### src/rtl/ft245_responder_if.sv
// FT245-style parallel FIFO bus between usb_sequencer (master) and ft245_responder (slave).
interface ft245_responder_if;
    logic       rd_n;
    logic       wr_n;
    logic [7:0] usb_data_in;
    logic       rxf_n;
    logic       txe_n;
    logic [7:0] usb_data_out;
    logic       usb_data_oe;

    modport master (
        output rd_n, wr_n, usb_data_in,
        input  rxf_n, txe_n, usb_data_out, usb_data_oe
    );

    modport slave (
        input  rd_n, wr_n, usb_data_in,
        output rxf_n, txe_n, usb_data_out, usb_data_oe
    );
endinterface

### src/rtl/ft245_responder.sv
// FT245-style USB FIFO device model: serves RX bytes on rd_n strobes, captures TX bytes
// on wr_n strobes, with valid/ready byte streams on the host side.
module ft245_responder #(
    parameter int unsigned RX_DEPTH    = 16,
    parameter int unsigned TX_DEPTH    = 16,
    parameter int unsigned RXF_HOLDOFF = 2,
    parameter int unsigned TXE_HOLDOFF = 2
) (
    input  logic                      clk,
    input  logic                      reset_n,
    ft245_responder_if.slave          usb,
    input  logic                      host_in_valid,
    input  logic [7:0]                host_in_data,
    output logic                      host_in_ready,
    output logic                      host_out_valid,
    output logic [7:0]                host_out_data,
    input  logic                      host_out_ready,
    input  logic                      err_clear,
    output logic [2:0]                err,
    output logic [$clog2(RX_DEPTH):0] rx_count,
    output logic [$clog2(TX_DEPTH):0] tx_count
);
    localparam int unsigned RX_AW = $clog2(RX_DEPTH);
    localparam int unsigned TX_AW = $clog2(TX_DEPTH);
    localparam int unsigned RH_W  = (RXF_HOLDOFF > 1) ? $clog2(RXF_HOLDOFF) : 1;
    localparam int unsigned TH_W  = (TXE_HOLDOFF > 1) ? $clog2(TXE_HOLDOFF) : 1;
    localparam logic [RH_W-1:0] RH_LOAD = RH_W'((RXF_HOLDOFF > 0) ? RXF_HOLDOFF - 1 : 0);
    localparam logic [TH_W-1:0] TH_LOAD = TH_W'((TXE_HOLDOFF > 0) ? TXE_HOLDOFF - 1 : 0);
    localparam logic [RX_AW:0]  RX_FULL_CNT = (RX_AW+1)'(RX_DEPTH);
    localparam logic [TX_AW:0]  TX_FULL_CNT = (TX_AW+1)'(TX_DEPTH);

    typedef enum logic [1:0] {R_IDLE, R_ACTIVE, R_HOLD} rd_state_t;
    typedef enum logic [1:0] {W_IDLE, W_ACTIVE, W_HOLD} wr_state_t;

    logic rd_q, wr_q, bus_live;
    logic rd_fall, rd_rise, wr_fall, wr_rise, both_low;

    logic rx_empty, rx_full, tx_empty, tx_full;
    logic rx_push, rx_pop, tx_push, tx_pop;
    logic rx_pop_req, tx_push_req;
    logic rd_start, rd_underrun, wr_overrun;

    rd_state_t       r_state, r_next;
    wr_state_t       w_state, w_next;
    logic [RH_W-1:0] r_hold, r_hold_next;
    logic [TH_W-1:0] w_hold, w_hold_next;

    logic [7:0]       data_out_q;
    logic [7:0]       rx_mem [RX_DEPTH];
    logic [7:0]       tx_mem [TX_DEPTH];
    logic [RX_AW-1:0] rx_wr_ptr, rx_rd_ptr;
    logic [TX_AW-1:0] tx_wr_ptr, tx_rd_ptr;

    // Strobe registration; bus_live keeps both flags deasserted for the first cycle after reset.
    always_ff @(posedge clk or negedge reset_n) begin
        if (!reset_n) begin
            rd_q     <= 1'b1;
            wr_q     <= 1'b1;
            bus_live <= 1'b0;
        end else begin
            rd_q     <= usb.rd_n;
            wr_q     <= usb.wr_n;
            bus_live <= 1'b1;
        end
    end

    assign rd_fall  = rd_q & ~usb.rd_n;
    assign rd_rise  = ~rd_q & usb.rd_n;
    assign wr_fall  = wr_q & ~usb.wr_n;
    assign wr_rise  = ~wr_q & usb.wr_n;
    assign both_low = ~usb.rd_n & ~usb.wr_n;

    assign rx_empty = (rx_count == '0);
    assign rx_full  = (rx_count == RX_FULL_CNT);
    assign tx_empty = (tx_count == '0);
    assign tx_full  = (tx_count == TX_FULL_CNT);

    // Read FSM
    always_ff @(posedge clk or negedge reset_n) begin
        if (!reset_n) begin
            r_state <= R_IDLE;
            r_hold  <= '0;
        end else begin
            r_state <= r_next;
            r_hold  <= r_hold_next;
        end
    end

    always_comb begin
        r_next      = r_state;
        r_hold_next = r_hold;
        rx_pop_req  = 1'b0;
        rd_start    = 1'b0;
        rd_underrun = 1'b0;
        case (r_state)
            R_IDLE: begin
                if (rd_fall) begin
                    if (!rx_empty) begin
                        r_next   = R_ACTIVE;
                        rd_start = 1'b1;
                    end else begin
                        rd_underrun = 1'b1;
                    end
                end
            end
            R_ACTIVE: begin
                if (rd_rise) begin
                    rx_pop_req = 1'b1;
                    if (RXF_HOLDOFF == 0) begin
                        r_next = R_IDLE;
                    end else begin
                        r_next      = R_HOLD;
                        r_hold_next = RH_LOAD;
                    end
                end
            end
            R_HOLD: begin
                rd_underrun = rd_fall;
                if (r_hold == '0) r_next = R_IDLE;
                else              r_hold_next = r_hold - RH_W'(1);
            end
            default: r_next = R_IDLE;
        endcase
    end

    always_comb begin
        usb.rxf_n       = 1'b1;
        usb.usb_data_oe = 1'b0;
        case (r_state)
            R_IDLE:   usb.rxf_n = rx_empty | ~bus_live;
            R_ACTIVE: begin
                usb.rxf_n       = 1'b0;
                usb.usb_data_oe = 1'b1;
            end
            default:  usb.rxf_n = 1'b1;
        endcase
    end

    always_ff @(posedge clk or negedge reset_n) begin
        if (!reset_n)      data_out_q <= '0;
        else if (rd_start) data_out_q <= rx_mem[rx_rd_ptr];
    end
    assign usb.usb_data_out = data_out_q;

    // Write FSM
    always_ff @(posedge clk or negedge reset_n) begin
        if (!reset_n) begin
            w_state <= W_IDLE;
            w_hold  <= '0;
        end else begin
            w_state <= w_next;
            w_hold  <= w_hold_next;
        end
    end

    always_comb begin
        w_next      = w_state;
        w_hold_next = w_hold;
        tx_push_req = 1'b0;
        wr_overrun  = 1'b0;
        case (w_state)
            W_IDLE: begin
                if (wr_fall && !both_low) begin
                    if (!tx_full) w_next = W_ACTIVE;
                    else          wr_overrun = 1'b1;
                end
            end
            W_ACTIVE: begin
                if (wr_rise) begin
                    tx_push_req = 1'b1;
                    if (TXE_HOLDOFF == 0) begin
                        w_next = W_IDLE;
                    end else begin
                        w_next      = W_HOLD;
                        w_hold_next = TH_LOAD;
                    end
                end
            end
            W_HOLD: begin
                if (w_hold == '0) w_next = W_IDLE;
                else              w_hold_next = w_hold - TH_W'(1);
            end
            default: w_next = W_IDLE;
        endcase
    end

    always_comb begin
        usb.txe_n = 1'b1;
        case (w_state)
            W_IDLE:   usb.txe_n = tx_full | ~bus_live;
            W_ACTIVE: usb.txe_n = 1'b0;
            default:  usb.txe_n = 1'b1;
        endcase
    end

    // RX FIFO: host pushes, bus reads pop
    assign rx_push = host_in_valid & ~rx_full;
    assign rx_pop  = rx_pop_req & ~rx_empty;

    always_ff @(posedge clk) begin
        if (rx_push) rx_mem[rx_wr_ptr] <= host_in_data;
    end

    always_ff @(posedge clk or negedge reset_n) begin
        if (!reset_n) begin
            rx_wr_ptr <= '0;
            rx_rd_ptr <= '0;
            rx_count  <= '0;
        end else begin
            if (rx_push) rx_wr_ptr <= rx_wr_ptr + RX_AW'(1);
            if (rx_pop)  rx_rd_ptr <= rx_rd_ptr + RX_AW'(1);
            if (rx_push && !rx_pop)      rx_count <= rx_count + (RX_AW+1)'(1);
            else if (!rx_push && rx_pop) rx_count <= rx_count - (RX_AW+1)'(1);
        end
    end

    // TX FIFO: bus writes push, host pops
    assign tx_push = tx_push_req & ~tx_full;
    assign tx_pop  = host_out_ready & ~tx_empty;

    always_ff @(posedge clk) begin
        if (tx_push) tx_mem[tx_wr_ptr] <= usb.usb_data_in;
    end

    always_ff @(posedge clk or negedge reset_n) begin
        if (!reset_n) begin
            tx_wr_ptr <= '0;
            tx_rd_ptr <= '0;
            tx_count  <= '0;
        end else begin
            if (tx_push) tx_wr_ptr <= tx_wr_ptr + TX_AW'(1);
            if (tx_pop)  tx_rd_ptr <= tx_rd_ptr + TX_AW'(1);
            if (tx_push && !tx_pop)      tx_count <= tx_count + (TX_AW+1)'(1);
            else if (!tx_push && tx_pop) tx_count <= tx_count - (TX_AW+1)'(1);
        end
    end

    assign host_in_ready  = ~rx_full;
    assign host_out_valid = ~tx_empty;
    assign host_out_data  = tx_mem[tx_rd_ptr];

    // Sticky errors; a new event outranks a simultaneous clear.
    always_ff @(posedge clk or negedge reset_n) begin
        if (!reset_n) err <= '0;
        else          err <= (err & ~{3{err_clear}}) | {both_low, wr_overrun, rd_underrun};
    end
endmodule
### src/flat_wrapper.sv
// flat-port wrapper written by rule: the top's interface ports become plain ports
module ft245_responder_flat 
#(
    parameter int unsigned RX_DEPTH    = 16,
    parameter int unsigned TX_DEPTH    = 16,
    parameter int unsigned RXF_HOLDOFF = 2,
    parameter int unsigned TXE_HOLDOFF = 2
)
  (clk, reset_n, host_in_valid, host_in_data, host_in_ready, host_out_valid, host_out_data, host_out_ready, err_clear, err, rx_count, tx_count, usb_rd_n, usb_wr_n, usb_usb_data_in, usb_rxf_n, usb_txe_n, usb_usb_data_out, usb_usb_data_oe);
  ft245_responder_if usb_i ();
  input  logic clk;
  input  logic reset_n;
  input  logic host_in_valid;
  input  logic [7:0] host_in_data;
  output logic host_in_ready;
  output logic host_out_valid;
  output logic [7:0] host_out_data;
  input  logic host_out_ready;
  input  logic err_clear;
  output logic [2:0] err;
  output logic [$clog2(RX_DEPTH):0] rx_count;
  output logic [$clog2(TX_DEPTH):0] tx_count;
  input wire logic [$bits(usb_i.rd_n)-1:0] usb_rd_n;
  input wire logic [$bits(usb_i.wr_n)-1:0] usb_wr_n;
  input wire logic [$bits(usb_i.usb_data_in)-1:0] usb_usb_data_in;
  output wire logic [$bits(usb_i.rxf_n)-1:0] usb_rxf_n;
  output wire logic [$bits(usb_i.txe_n)-1:0] usb_txe_n;
  output wire logic [$bits(usb_i.usb_data_out)-1:0] usb_usb_data_out;
  output wire logic [$bits(usb_i.usb_data_oe)-1:0] usb_usb_data_oe;
  assign usb_i.rd_n = usb_rd_n;
  assign usb_i.wr_n = usb_wr_n;
  assign usb_i.usb_data_in = usb_usb_data_in;
  assign usb_rxf_n = usb_i.rxf_n;
  assign usb_txe_n = usb_i.txe_n;
  assign usb_usb_data_out = usb_i.usb_data_out;
  assign usb_usb_data_oe = usb_i.usb_data_oe;
  ft245_responder #(.RX_DEPTH(RX_DEPTH), .TX_DEPTH(TX_DEPTH), .RXF_HOLDOFF(RXF_HOLDOFF), .TXE_HOLDOFF(TXE_HOLDOFF)) u_core (.clk(clk), .reset_n(reset_n), .usb(usb_i), .host_in_valid(host_in_valid), .host_in_data(host_in_data), .host_in_ready(host_in_ready), .host_out_valid(host_out_valid), .host_out_data(host_out_data), .host_out_ready(host_out_ready), .err_clear(err_clear), .err(err), .rx_count(rx_count), .tx_count(tx_count));
endmodule
### config.mk
export PLATFORM = sky130hd
export DESIGN_NAME = ft245_responder_flat
export DESIGN_NICKNAME = d
export VERILOG_FILES = /design/src/rtl/ft245_responder_if.sv /design/src/rtl/ft245_responder.sv /design/src/flat_wrapper.sv
export SDC_FILE = /design/constraint.sdc
export NUM_CORES = 1
export LEC_CHECK = 0
export ABC_CLOCK_PERIOD_IN_PS = 5800
export CORE_MARGIN = 2
export CORE_UTILIZATION = 39
export CTS_CLUSTER_DIAMETER = 120
export CTS_CLUSTER_SIZE = 25
export DETAILED_ROUTE_END_ITERATION = 8
export HOLD_SLACK_MARGIN = 0.05
export PLACE_DENSITY = 0.66
export SLEW_MARGIN = 10
export SYNTH_ARGS = -nofsm -noshare
export SYNTH_HDL_FRONTEND = slang
export SYNTH_SLANG_ARGS = --single-unit
### constraint.sdc
create_clock -name clk -period 5.8 [get_ports clk]
set_input_delay 1.74 -clock clk [delete_from_list [all_inputs] [get_ports clk]]
set_output_delay 1.74 -clock clk [all_outputs]
set_load 0.03 [all_outputs]
[After elaboration in Yosys (flattened, before gate mapping)]
Memories as Yosys holds them, arrays and structs flattened. A register that Yosys moved wholly into a read port is not among the register bits.
Cells that the tools add are included.
Word-level totals
  output and inout port bits: 34
  logic and storage cells: 126
  memories kept: 2
  memory bits (writable): 256
  input port bits: 23
  register bits: 38
Cells by class
  reductions and logical operators: 23
  equality and inequality tests: 14
  add/sub/neg operators: 10
  bitwise logic cells: 23
  multiplexer cells: 40
Memories
  u_core.rx_mem: words 16, bits a word 8, read ports 1, clocked after memory_dff 1, write ports 1, line ft245_responder.sv:49  | logic [7:0] rx_mem [RX_DEPTH];
  u_core.tx_mem: words 16, bits a word 8, read ports 1, clocked after memory_dff 0, write ports 1, line ft245_responder.sv:50  | logic [7:0] tx_mem [TX_DEPTH];
Operators by type and width (number)
  2-to-1 mux 1 bit: 21
  2-to-1 mux 5 bit: 4
  adder 4 x 1 -> 4 bit (second input constant): 4
  2-to-1 mux 2 bit: 8
  one-hot mux 2 bit (3 select lines): 2
  adder 5 x 1 -> 5 bit (second input constant): 2
  equality test 5 bit (second input constant): 2
  zero test 5 bit: 2
  one-hot mux 1 bit (2 select lines): 5
  subtractor 5 x 1 -> 5 bit (second input constant): 2
  bitwise AND 1 bit: 9
  inverter 1 bit: 9
  != test 2 x 1 -> 1 bit (second input constant): 4
  != test 2 bit (second input constant): 4
  AND reduction 4 bit: 2
  nonzero test 2 bit: 4
  zero test 1 bit: 6
  logical AND 1 bit: 5
  equality test 2 x 1 -> 1 bit (second input constant): 2
  equality test 2 bit (second input constant): 2
  zero test 2 bit: 2
  AND reduction 2 bit: 2
  bitwise AND 3 bit: 1
  inverter 3 bit: 1
  other kinds (3): 5

[Logic depth before layout (Yosys ltp)]
Gate-level depths: netlist of the first run.
  depth in word-level cells: 9
  mapped depth: 12
  depth with buffers taken out: 12

[Worst setup path before layout of the first run]
No wires, ideal clock.
  kind: in2reg
  start point: in usb_rd_n
  end point: reg u_core.rx_count[4]
  setup slack: 2.039 ns
  stages: 12
  arrival time: 3.637 ns
  required time: 5.676 ns
  buffers on the path: 0
  path through: nand2b_1 -> nor3b_1 -> nor2b_1 -> inv_1 -> ha_1 -> inv_1 -> ha_1 -> a21o_1 -> a21oi_1 -> xnor2_1 -> nor2_1 -> xnor2_1
Between the ends
  word-level cells in the longest chain between the ends: 7
Ends and longest elaborated chain
  start: declaration: line flat_wrapper.sv:23  | input wire logic [$bits(usb_i.rd_n)-1:0] usb_rd_n;
  bitwise AND 1 bit *: line ft245_responder.sv:68  | assign rd_rise = ~rd_q & usb.rd_n;
  2-to-1 mux 1 bit *: line ft245_responder.sv:107  | if (rd_rise) begin
  2-to-1 mux 1 bit *: line ft245_responder.sv:95  | case (r_state)
  bitwise AND 1 bit *: line ft245_responder.sv:198  | assign rx_pop = rx_pop_req & ~rx_empty;
  zero test 1 bit: line ft245_responder.sv:212  | if (rx_push && !rx_pop) rx_count <= rx_count + (RX_AW+1)'(1);
  logical AND 1 bit: line ft245_responder.sv:212
  2-to-1 mux 5 bit or nonzero test 2 bit (tied branches)
  end signal: assignment: line ft245_responder.sv:212
  end signal: assignment: line ft245_responder.sv:213  | else if (!rx_push && rx_pop) rx_count <= rx_count - (RX_AW+1)'(1);
  end: declaration: line ft245_responder.sv:20  | output logic [$clog2(RX_DEPTH):0] rx_count,
Every way passes the cells marked *; elsewhere a longest branch is shown, timed or not.
A chain may end at the register's enable or synchronous reset.

[Worst setup path in the final report of the first run]
  start point: reg u_core.tx_rd_ptr[0]
  end point: out host_out_data[4]
Between the ends
  word-level cells in the longest chain between the ends: 1
Ends and longest elaborated chain
  start: declaration: line ft245_responder.sv:52  | logic [TX_AW-1:0] tx_wr_ptr, tx_rd_ptr;
  start signal: assignment: line ft245_responder.sv:232  | if (tx_pop) tx_rd_ptr <= tx_rd_ptr + TX_AW'(1);
  memory (16 x 8 bit)
  end: declaration: line flat_wrapper.sv:17  | output logic [7:0] host_out_data;
No other way between the ends.

==> results of run 1 <==
layer usage:
metal / GRT usage, % / up-vias / part of all wire, %
li1: - / 2591 / -
met1: 18.30 / 3069 / 39
met2: 26.42 / 189 / 53
met3: 2.540 / 40 / 5.7
met4: 3.677 / 0 / 2.0
met5: 0 / - / 0
cells in the mapped netlist:
cell | instances | share of area, %
edfxtp_1 | 256 | 63
dfrtp_1 | 44 | 9.0
mux4_2 | 42 | 7.8
nand2_1 | 31 | 0.96
mux4_1 | 30 | 6.5
nor2_1 | 29 | 0.89
ha_1 | 19 | 2.0
xnor2_1 | 19 | 1.4
o22ai_1 | 18 | 0.92
inv_1 | 16 | 0.49
a21oi_1 | 15 | 0.62
clkbuf_1 | 12 | 0.37
nand2b_1 | 11 | 0.57
o21ai_0 | 10 | 0.41
mux2_2 | 9 | 0.83
nor3_1 | 8 | 0.33
a21o_1 | 5 | 0.31
buf_2 | 5 | 0.21
buf_6 | 5 | 0.46
buf_1 | 4 | 0.12
nand4_1 | 4 | 0.21
and2_1 | 3 | 0.15
buf_4 | 3 | 0.18
dfstp_2 | 2 | 0.43
fa_1 | 2 | 0.33
nor2b_1 | 2 | 0.10
or2_2 | 2 | 0.10
xor2_1 | 2 | 0.14
a211oi_4 | 1 | 0.16
and3_1 | 1 | 0.051
buf_8 | 1 | 0.12
conb_1 | 1 | 0.031
mux2i_1 | 1 | 0.082
nand2_2 | 1 | 0.051
nand3_1 | 1 | 0.041
nand3b_1 | 1 | 0.062
nor3b_1 | 1 | 0.062
nor4_1 | 1 | 0.051
nor4_4 | 1 | 0.17
o21bai_1 | 1 | 0.062
o41ai_1 | 1 | 0.072
or3b_4 | 1 | 0.092
registers in the layout, indices dropped and copies added, names as in the netlist:
signal and count:
u_core.tx_mem 128, u_core.rd_q 1, u_core.rx_count 5, u_core.r_state 2
u_core.tx_count 5, u_core.tx_wr_ptr 4, u_core.rx_wr_ptr 4, u_core.bus_live 1
u_core.wr_q 1, u_core.w_hold 1, u_core.tx_rd_ptr 4, u_core.rx_rd_ptr 4
u_core.usb.usb_data_out 8, u_core.rx_mem 128, u_core.w_state 2, u_core.r_hold 1
u_core.err 3
power by group through the flow:
stage / combinational, µW / sequential (µW) / clock [µW]
6_report: 2030 / 2850 / 1220
5_1_grt: 2170 / 2880 / 1320
4_1_cts: 2050 / 2850 / 1260
3_5_place_dp: 2040 / 2900 / 0
3_3_place_gp: 1980 / 2880 / 0
2_1_floorplan: 1400 / 2880 / 0
cell type report:
type                       count  area [µm²]  area share, %
sequential                   302        8842          64.75
multi-input combinational    274        3097          22.68
inverter                      16       60.06         0.4398
timing repair buffer          71       668.1          4.893
tap                          396       495.5          3.628
clock buffer                  27       462.9          3.390
clock inverter                 1       30.03         0.2199
final timing paths:
check / startpoint / endpoint / slack (ps) / cells after the start
worst max-delay path: u_core.tx_rd_ptr[0]$_DFFE_PN0P_ / host_out_data[4] / 860 / 4
worst min-delay path: u_core.r_hold$_DFFE_PN0P_ / u_core.r_hold$_DFFE_PN0P_ / 490 / 1
worst max register to register: u_core.tx_count[1]$_DFFE_PN0P_ / u_core.tx_count[4]$_DFFE_PN0P_ / 2790 / 10
worst min register to register: u_core.r_hold$_DFFE_PN0P_ / u_core.r_hold$_DFFE_PN0P_ / 490 / 1
max in group asynchronous: reset_n / u_core.rx_rd_ptr[2]$_DFFE_PN0P_ / 4010 / 2
min in group asynchronous: reset_n / u_core.rx_count[2]$_DFFE_PN0P_ / 1330 / 2
logic make-up (layout without fill, tap and decap cells):
family / Yosys count / count (layout)
adder cells (fa/ha/maj): 21 / 21
multiplexers: 82 / 82
AND/OR/NAND/NOR: 98 / 98
AO/OA/AOI/OAI: 51 / 51
flip-flops: 302 / 302
other: 1 / 1
XOR/XNOR: 21 / 21
buffers and inverters: 46 / 115
metrics by stage:
| stage | power (µW) | setup slack [ps] | util, % | hold slack (ps) |
|---|---|---|---|---|
| detailed placement | 4941 | 1162 | 42.92 | 466.1 |
| global placement | 4852 | 1238 | 42.92 | 460.5 |
| CTS | 6158 | 821.0 | 44.53 | 490.7 |
| floorplan | 4287 | 2039 | - | 449.8 |
| global route | 6382 | 759.8 | 44.53 | 531.0 |
| finish | 6097 | 861.9 | 44.53 | 487.3 |
worst reg2reg max path, cell delays in order, from the launching register on:
cell and delay (ps):
dfrtp_1 440, nor4_1 370, nand2_1 270, and3_1 390
ha_1 290, inv_1 160, ha_1 280, a21o_1 190
a21oi_1 180, mux2i_1 250, xnor2_1 140
==> metrics.md, run 1 <==
| Metric | Value |
|---|---|
| Multiplexer share of the synthesized area | `15.16%` |
| Worst-path maximum fanout | `34` |
| Netlist cell types | `42` |
| Die W | `180.7 µm` |
| PwrDens | `446.5 nW/µm²` |
| Fill count | `2600` |
| Status | `finished, final reports clean` |
| Max-Slew Margin vs Limit | `31.12%` |
| Die area | `32650 µm²` |
| Seq/Total Area, Yosys | `72.61%` |
| Clock Latency Late Sink | `500 ps` |
| Clock transition at path regs | `100 ps` |
| Number of max-cap violations | `0` |
| Worst-margin pin slew | `between 1000 and 1500 ps` |
| # port buffers | `56` |
| Detailed-router iteration count before antenna repair | `5` |
| Worst vdd ir | `0.2877 mV` |
| Yosys warns | `0` |
| Worst EP required | `4060 ps` |
| Final setup vio count | `0` |
| Arrival @ worst endpoint | `3200 ps` |
| Min-Delay Path Class | `flop to flop` |
| Sink Count | `just over 300` |
| Max Buffers Root-to-Sink | `3` |
| Internal power | `a little over 4000 µW` |
| CP top delay family | `multiplexers` |
| Register bit total from synthesis | `302` |
| Logic gate share of total power | `33.3%` |
| Iteration-0 DRC Markers | `between 500 and 600` |
| Chip height | `approximately 180 µm` |
| WL final | `23820 µm` |
| Slew Limit Fails | `0` |
| Final std cells w/o fill | `1087` |
| Cts hold-fix bufs | `0` |
| Vias | `5889` |
| Largest family of logic cells by synthesized area | `multiplexers` |
| Leak | `0.004503 µW` |
| RSZ-0062 raised after global routing | `false` |
| Area of the core | `30670 µm²` |
| Layout area overhead | `12.15%` |
| Via-to-Cell Ratio | `5.418` |
| Total gr overflow | `0` |
| Syn Inst Count | `just over 600` |
| Most common cell after layout, fill and taps aside | `edfxtp_1` |
| Fmax | `0.2025 GHz` |
| Final period util | `85.14%` |
| GRT Total Usage | `14.65%` |
| Placed cell areas | `around 13000 µm²` |
| Hpwl dp | `15780 µm` |
| Number of global-route vias before repair | `around 6.2k` |
| Crit path kind | `flop to output port` |
| CP Capture Type | `output port` |
| Post-Syn Nets | `around 670` |
| Delay of the slowest critical-path stage | `670 ps` |
| Net switching power | `1971 µW` |
| CTS Buf Count | `16` |
| Adder-cell share of the synthesized area | `between 2 and 2.5%` |
| Clock share of power | `20.0%` |
| Crit-path cells | `buf_4, mux4_1, mux4_2, clkdlybuf4s50_1` |
| Simple-gate area share of the yosys netlist | `3.894%` |
| Dpl cells | `about 1.1k` |
| CP max stage cell | `mux4_1` |
| H-tree depth | `1` |
| Post-route setup TNS | `0 ps` |
| Final instance area | `roughly 14000 µm²` |
| I/O pin cnt | `57` |
| Avg WL per Cell | `21.91 µm` |
| Largest net degree at the start of global routing | `47` |
| Commonest non-fill, non-tap cells in the layout | `edfxtp_1, clkdlybuf4s50_1, dfrtp_1` |
| Post-Synth XOR/XNOR Area | `1.510%` |
| Compound-Gate Fraction of Synth Area | `2.559%` |
| Mapped Area | `12180 µm²` |
| Initial Util | `between 30% and 40%` |
| Mean Syn Cell Area | `19.58 µm²` |
| Min cycle time layout | `4938 ps` |
| Remaining DRCs | `0` |
| TritonCTS clock tree | `yes` |
| First-pass GRT wire length | `36650 µm` |
| Clk root buf | `clkbuf_16` |
| # Post-CTS Setup Buffers | `0` |
| Num rows | `64` |
| CTS resizes | `0` |
| Antenna diode instance count | `0` |
| Final hold vios | `0` |
| Initial antenna violation count | `0` |
| Critical Path Source Type | `flop` |
| ANT nets after route | `0` |
| Final Wtd Congestion | `0.7729` |
| Max Clock Skew | `24.15 ps` |
| Net count reported at finish | `slightly above 700` |
| Layout cells sized above 1 | `between 10% and 20%` |
| Sequential power share | `46.7%` |
| CP bufs+invs | `2` |
| Switching share of total power | `32.32%` |
Power figures use the tool's default switching activity.
==> run 2: changes to the inputs <==
--- a/config.mk
+++ b/config.mk
@@ -7,12 +7,12 @@
 export LEC_CHECK = 0
 export ABC_CLOCK_PERIOD_IN_PS = 5800
 export CORE_MARGIN = 2
-export CORE_UTILIZATION = 39
+export CORE_UTILIZATION = 40
 export CTS_CLUSTER_DIAMETER = 120
 export CTS_CLUSTER_SIZE = 25
 export DETAILED_ROUTE_END_ITERATION = 8
 export HOLD_SLACK_MARGIN = 0.05
-export PLACE_DENSITY = 0.66
+export PLACE_DENSITY = 0.67
 export SLEW_MARGIN = 10
 export SYNTH_ARGS = -nofsm -noshare
 export SYNTH_HDL_FRONTEND = slang
==> run 2 against run 1 <==
Against the previous run:
- first-iteration DRC count down 14%
- wire length down 6.1%
- global-route usage shrank 0.20 points
- non-clock buffer count decreased by 2
- via count shrank 1.9%
- sequential power is essentially flat
- combinational power fell by 3%
- final cell count shrank 0.74%
- sequential cell count did not move
- critical path type unchanged
- largest cell class unchanged
==> metrics.md, run 2 (same netlist as run 1, synthesis figures left out) <==
| Metric | Value |
|---|---|
| CP top delay family | `multiplexers (unchanged)` |
| Num rows | `63 (was 64)` |
| Avg WL per Cell | `20.73 µm (was 21.91 µm)` |
| Final hold vios | `0 (unchanged)` |
| Die W | `178.5 µm (was 180.7 µm)` |
| Min-Delay Path Class | `flop to flop (unchanged)` |
| Commonest non-fill, non-tap cells in the layout | `edfxtp_1, clkdlybuf4s50_1, dfrtp_1 (unchanged)` |
| Final hold slack | `485.9 ps (was 487.3 ps)` |
| Final Wtd Congestion | `0.7537 (was 0.7729)` |
| Final WS setup | `922.3 ps (was 861.9 ps)` |
| Largest net degree at the start of global routing | `47 (unchanged)` |
| First-pass GRT wire length | `35060 µm (was 36650 µm)` |
| Antenna diode instance count | `0 (unchanged)` |
| Remaining DRCs | `0 (unchanged)` |
| Initial antenna violation count | `0 (unchanged)` |
| Most common cell after layout, fill and taps aside | `edfxtp_1 (unchanged)` |
| Fmax | `0.2050 GHz (was 0.2025 GHz)` |
| Max-Slew Margin vs Limit | `36.78% (was 31.12%)` |
| # port buffers | `56 (unchanged)` |
| Slew Limit Fails | `0 (unchanged)` |
| Crit-path cells | `buf_4, mux4_1, mux4_2, clkdlybuf4s50_1 (unchanged)` |
| Die area | `31850 µm² (was 32650 µm²)` |
| CTS resizes | `0 (unchanged)` |
| CP Capture Type | `output port (unchanged)` |
| ANT nets after route | `0 (unchanged)` |
| PwrDens | `446.9 nW/µm² (was 446.5 nW/µm²)` |
| Crit path kind | `flop to output port (unchanged)` |
| Worst EP required | `4060 ps (about the same)` |
| Sink Count | `302 (unchanged)` |
| Worst-margin pin slew | `944.9 ps (was 1029 ps)` |
| Chip height | `178.5 µm (was 180.7 µm)` |
| Total gr overflow | `0 (unchanged)` |
| CTS Buf Count | `16 (unchanged)` |
| Worst vdd ir | `0.2660 mV (was 0.2877 mV)` |
| Max Buffers Root-to-Sink | `3 (unchanged)` |
| Layout area overhead | `12.11% (was 12.15%)` |
| Hpwl dp | `14660 µm (was 15780 µm)` |
| Max Clock Skew | `21.92 ps (was 24.15 ps)` |
| Vias | `5777 (was 5889)` |
| Final setup vio count | `0 (unchanged)` |
| Post-route setup TNS | `0 ps (unchanged)` |
| Number of max-cap violations | `0 (unchanged)` |
| RSZ-0062 raised after global routing | `false (unchanged)` |
| PnR Total Power | `6101 µW (was 6097 µW)` |
| Number of global-route vias before repair | `6060 (was 6239)` |
| Clk root buf | `clkbuf_16 (unchanged)` |
| Status | `finished, final reports clean (unchanged)` |
| Arrival @ worst endpoint | `3140 ps (was 3200 ps)` |
| GRT Total Usage | `14.45% (was 14.65%)` |
| Net count reported at finish | `723 (was 725)` |
| CP bufs+invs | `2 (unchanged)` |
| WL final | `22370 µm (was 23820 µm)` |
| Clock transition at path regs | `100 ps (about the same)` |
| Delay of the slowest critical-path stage | `680 ps (was 670 ps)` |
| Min cycle time layout | `4878 ps (was 4938 ps)` |
| Dpl ws | `1158 ps (was 1162 ps)` |
| Leak | `0.004504 µW (was 0.004503 µW)` |
| Via-to-Cell Ratio | `5.354 (was 5.418)` |
| Final period util | `84.10% (was 85.14%)` |
| Detailed-router iteration count before antenna repair | `5 (unchanged)` |
| H-tree depth | `1 (unchanged)` |
| Initial Util | `40.87% (was 39.70%)` |
| Worst-path maximum fanout | `35 (was 34)` |
| Area of the core | `29800 µm² (was 30670 µm²)` |
| I/O pin cnt | `57 (unchanged)` |
| Cts hold-fix bufs | `0 (unchanged)` |
| # Post-CTS Setup Buffers | `0 (unchanged)` |
| Layout cells sized above 1 | `13.50% (was 13.60%)` |
| Final Util | `45.82% (was 44.53%)` |
| Critical Path Source Type | `flop (unchanged)` |
| Iteration-0 DRC Markers | `491 (was 573)` |
| TritonCTS clock tree | `yes (unchanged)` |
| CP max stage cell | `mux4_1 (unchanged)` |
| Clock Latency Late Sink | `490 ps (was 500 ps)` |
-- run 2: path summary, 6_finish.rpt --
kind | slack, ps | endpoint | cells after the start | start
worst min-delay path | 490 | u_core.r_hold$_DFFE_PN0P_ | 1 | u_core.r_hold$_DFFE_PN0P_
worst max-delay path | 920 | host_out_data[1] | 4 | u_core.tx_rd_ptr[0]$_DFFE_PN0P_
worst max register to register | 2860 | u_core.tx_count[4]$_DFFE_PN0P_ | 10 | u_core.tx_count[0]$_DFFE_PN0P_
worst min register to register | 490 | u_core.r_hold$_DFFE_PN0P_ | 1 | u_core.r_hold$_DFFE_PN0P_
min in group asynchronous | 1340 | u_core.tx_rd_ptr[2]$_DFFE_PN0P_ | 2 | reset_n
max in group asynchronous | 3970 | u_core.rx_rd_ptr[2]$_DFFE_PN0P_ | 2 | reset_n
-- run 2: power breakdown --
| group | internal, µW | switching, µW |
|---|---|---|
| Clock | 604 | 653 |
| Sequential | 2600 | 276 |
| Combinational | 959 | 1010 |
| Total | 4160 | 1940 |
-- run 2: layer usage --
metal	up-vias	GRT usage, %	share of wire, %
met1	3021	19.53	43
met4	0	3.150	1.8
met2	146	25.02	51
met5	-	0	0
li1	2582	-	-
met3	28	2.003	4.4
-- run 2: worst register-to-register path: stages (launching register included) --
cell     delay [ps]
dfrtp_1         450
nor4_1          390
nand2_1         210
and3_1          330
ha_1            280
inv_1           160
ha_1            270
a21o_1          180
a21oi_1         200
mux2i_1         260
xnor2_1         140
-- run 2: per-stage QoR --
step	cell area, µm²	cells
after CTS	13650	1079
after global placement	13140	1051
final	13650	1079
after detailed placement	13140	1051
after floorplan	12180	622
after global routing	13650	1079
-- run 2: final cells by class --
class | count | area (µm²)
clock buffer | 26 | 459.2
timing repair buffer | 69 | 653.1
tap | 390 | 488.0
multi-input combinational | 274 | 3097
fill | 2483 | 16140
inverter | 16 | 60.06
clock inverter | 2 | 50.05
sequential | 302 | 8845
==> run 3: changes to the inputs <==
--- a/config.mk
+++ b/config.mk
@@ -5,7 +5,7 @@
 export SDC_FILE = /design/constraint.sdc
 export NUM_CORES = 1
 export LEC_CHECK = 0
-export ABC_CLOCK_PERIOD_IN_PS = 5800
+export ABC_CLOCK_PERIOD_IN_PS = 4500
 export CORE_MARGIN = 2
 export CORE_UTILIZATION = 40
 export CTS_CLUSTER_DIAMETER = 120
==> constraint.sdc (replaced) <==
create_clock -name clk -period 4.5 [get_ports clk]
set_input_delay 1.35 -clock clk [delete_from_list [all_inputs] [get_ports clk]]
set_output_delay 1.35 -clock clk [all_outputs]
set_load 0.03 [all_outputs]
==> run 3 against run 2 <==
Against the previous run:
- die area did not move
- utilization barely moved
- combinational power rose by 28%
- non-clock buffer count rose by 2
- sequential power rose by 30%
- count of clock-buffer cells in the layout did not move
- critical path depth did not move
- via count fell by 0.95%
- setup slack got worse by 680 ps
- critical endpoint unchanged
- first-iteration DRC count rose by 1.4%
- sequential share of layout area barely moved
==> metrics.md, run 3 (same netlist as run 1, synthesis figures left out) <==
| Metric | Value |
|---|---|
| Antenna diode instance count | `0 (unchanged)` |
| WL final | `22520 µm (was 22370 µm)` |
| Final hold vios | `0 (unchanged)` |
| Detailed-router iteration count before antenna repair | `4 (was 5)` |
| Vias | `5722 (was 5777)` |
| Cts hold-fix bufs | `0 (unchanged)` |
| CTS resizes | `0 (unchanged)` |
| Min cycle time layout | `around 4300 ps` |
| Net count reported at finish | `725 (was 723)` |
| Crit path kind | `flop to output port (unchanged)` |
| PwrDens | `573.3 nW/µm² (was 446.9 nW/µm²)` |
| Number of global-route vias before repair | `6028 (was 6060)` |
| Max Buffers Root-to-Sink | `3 (unchanged)` |
| Number of max-cap violations | `0 (unchanged)` |
| Num rows | `63 (unchanged)` |
| Via-to-Cell Ratio | `5.293 (was 5.354)` |
| Critical path launch point | `u_core.tx_rd_ptr[0]$_DFFE_PN0P_ (unchanged)` |
| ANT nets after route | `0 (unchanged)` |
| Total gr overflow | `0 (unchanged)` |
| Chip height | `178.5 µm (unchanged)` |
| Crit Reg-Reg Startpoint | `u_core.rx_count[0]$_DFFE_PN0P_ (was u_core.tx_count[0]$_DFFE_PN0P_)` |
| Iteration-0 DRC Markers | `498 (was 491)` |
| RR Endpoint | `u_core.rx_count[4]$_DFFE_PN0P_ (was u_core.tx_count[4]$_DFFE_PN0P_)` |
| RSZ-0062 raised after global routing | `false (unchanged)` |
| # Post-CTS Setup Buffers | `0 (unchanged)` |
| Max-Slew Margin vs Limit | `37.02% (was 36.78%)` |
| Most common cell after layout, fill and taps aside | `edfxtp_1 (unchanged)` |
| GRT Total Usage | `14.61% (was 14.45%)` |
| Critical Path Source Type | `flop (unchanged)` |
| Arrival @ worst endpoint | `2910 ps (was 3140 ps)` |
| Die area | `31850 µm² (unchanged)` |
| R2R cell count | `12 (was 10)` |
| Final setup vio count | `0 (unchanged)` |
| Fmax | `0.2350 GHz` |
| Initial Util | `40.87% (unchanged)` |
| Clock Latency Late Sink | `490 ps (about the same)` |
| Worst vdd ir | `0.2890 mV (was 0.2660 mV)` |
| Max Clock Skew | `20.42 ps (was 21.92 ps)` |
| Clock transition at path regs | `90 ps (was 100 ps)` |
| Slew Limit Fails | `0 (unchanged)` |
| Leak | `0.004505 µW (was 0.004504 µW)` |
| TritonCTS clock tree | `yes (unchanged)` |
| Status | `finished, final reports clean (unchanged)` |
| Largest net degree at the start of global routing | `36 (was 47)` |
| Worst-path maximum fanout | `35 (unchanged)` |
| Hpwl dp | `14960 µm (was 14660 µm)` |
| First-pass GRT wire length | `35190 µm (was 35060 µm)` |
| End of the critical path | `host_out_data[1] (unchanged)` |
| I/O pin cnt | `57 (unchanged)` |
| Layout area overhead | `12.16% (was 12.11%)` |
| Area of the core | `29800 µm² (unchanged)` |
| Worst-margin pin slew | `941.2 ps (was 944.9 ps)` |
| Clk root buf | `clkbuf_16 (unchanged)` |
| Post-route setup TNS | `0 ps (unchanged)` |
| Commonest non-fill, non-tap cells in the layout | `edfxtp_1, clkdlybuf4s50_1, dfrtp_1 (unchanged)` |
| Min-Delay Path Class | `flop to flop (unchanged)` |
| # port buffers | `56 (unchanged)` |
| H-tree depth | `1 (unchanged)` |
| Final Wtd Congestion | `0.7473 (was 0.7537)` |
| Final period util | `roughly 95%` |
| PnR Total Power | `7829 µW (was 6101 µW)` |
| Layout cells sized above 1 | `13.75% (was 13.50%)` |
| Die W | `178.5 µm (unchanged)` |
| R2r setup slk | `1590 ps (was 2860 ps)` |
| CP Capture Type | `output port (unchanged)` |
| Worst EP required | `3150 ps (was 4060 ps)` |
| Initial antenna violation count | `0 (unchanged)` |
| Avg WL per Cell | `20.83 µm (was 20.73 µm)` |
| Remaining DRCs | `0 (unchanged)` |
| Sink Count | `302 (unchanged)` |
| CTS Buf Count | `16 (unchanged)` |
run 3: critical path, stage by stage (launching register included):
cell	delay, ps
dfrtp_1	380
buf_12	250
mux4_1	650
mux4_2	490
clkdlybuf4s50_1	620
run 3: power by group:
group	internal, µW	switching [µW]	leakage [µW]
logic	1250	1280	0.00142
registers	3350	390	0.00285
clock network	723	846	0.000230
total	5320	2510	0.00451
run 3: how the worst min path moves through the flow:
| stage | from | end | slack (ps) | cells past startpoint |
|---|---|---|---|---|
| 2_1_floorplan | u_core.r_hold$_DFFE_PN0P_ | u_core.r_hold$_DFFE_PN0P_ | 450 | 1 |
| 3_3_place_gp | u_core.r_hold$_DFFE_PN0P_ | u_core.r_hold$_DFFE_PN0P_ | 460 | 1 |
| 3_5_place_dp | u_core.r_hold$_DFFE_PN0P_ | u_core.r_hold$_DFFE_PN0P_ | 480 | 1 |
| 4_1_cts | u_core.r_hold$_DFFE_PN0P_ | u_core.r_hold$_DFFE_PN0P_ | 500 | 1 |
| 5_1_grt | u_core.err[1]$_DFF_PN0_ | u_core.err[1]$_DFF_PN0_ | 530 | 2 |
| 6_report | u_core.r_hold$_DFFE_PN0P_ | u_core.r_hold$_DFFE_PN0P_ | 500 | 1 |
run 3: area by class of cell:
cell class	count	area (µm²)
clock inverter	2	27.53
tap	390	488.0
clock buffer	26	459.2
multi-input combinational	274	3097
timing repair buffer	71	680.7
fill	2503	16140
inverter	16	60.06
sequential	302	8845
run 3: stage by stage:
stage               cell area (µm²)  instances  setup WS, ps  hold slack (ps)  utilization, %
global route                  13660       1081         170.6            532.5           45.83
detailed placement            13170       1053         265.2            478.2           44.19
CTS                           13650       1081         216.1            500.3           45.83
floorplan                     12180        622          1129            449.8               -
finish                        13660       1081         244.8            496.9           45.83
global placement              13170       1053         412.9            462.6           44.19
run 3: routing by layer:
layer	part of all wire, %	up-vias	GRT usage [%]
li1	-	2585	-
met1	43	2987	19.75
met2	51	126	25.56
met3	3.7	24	1.897
met4	1.5	0	2.846
met5	0	-	0
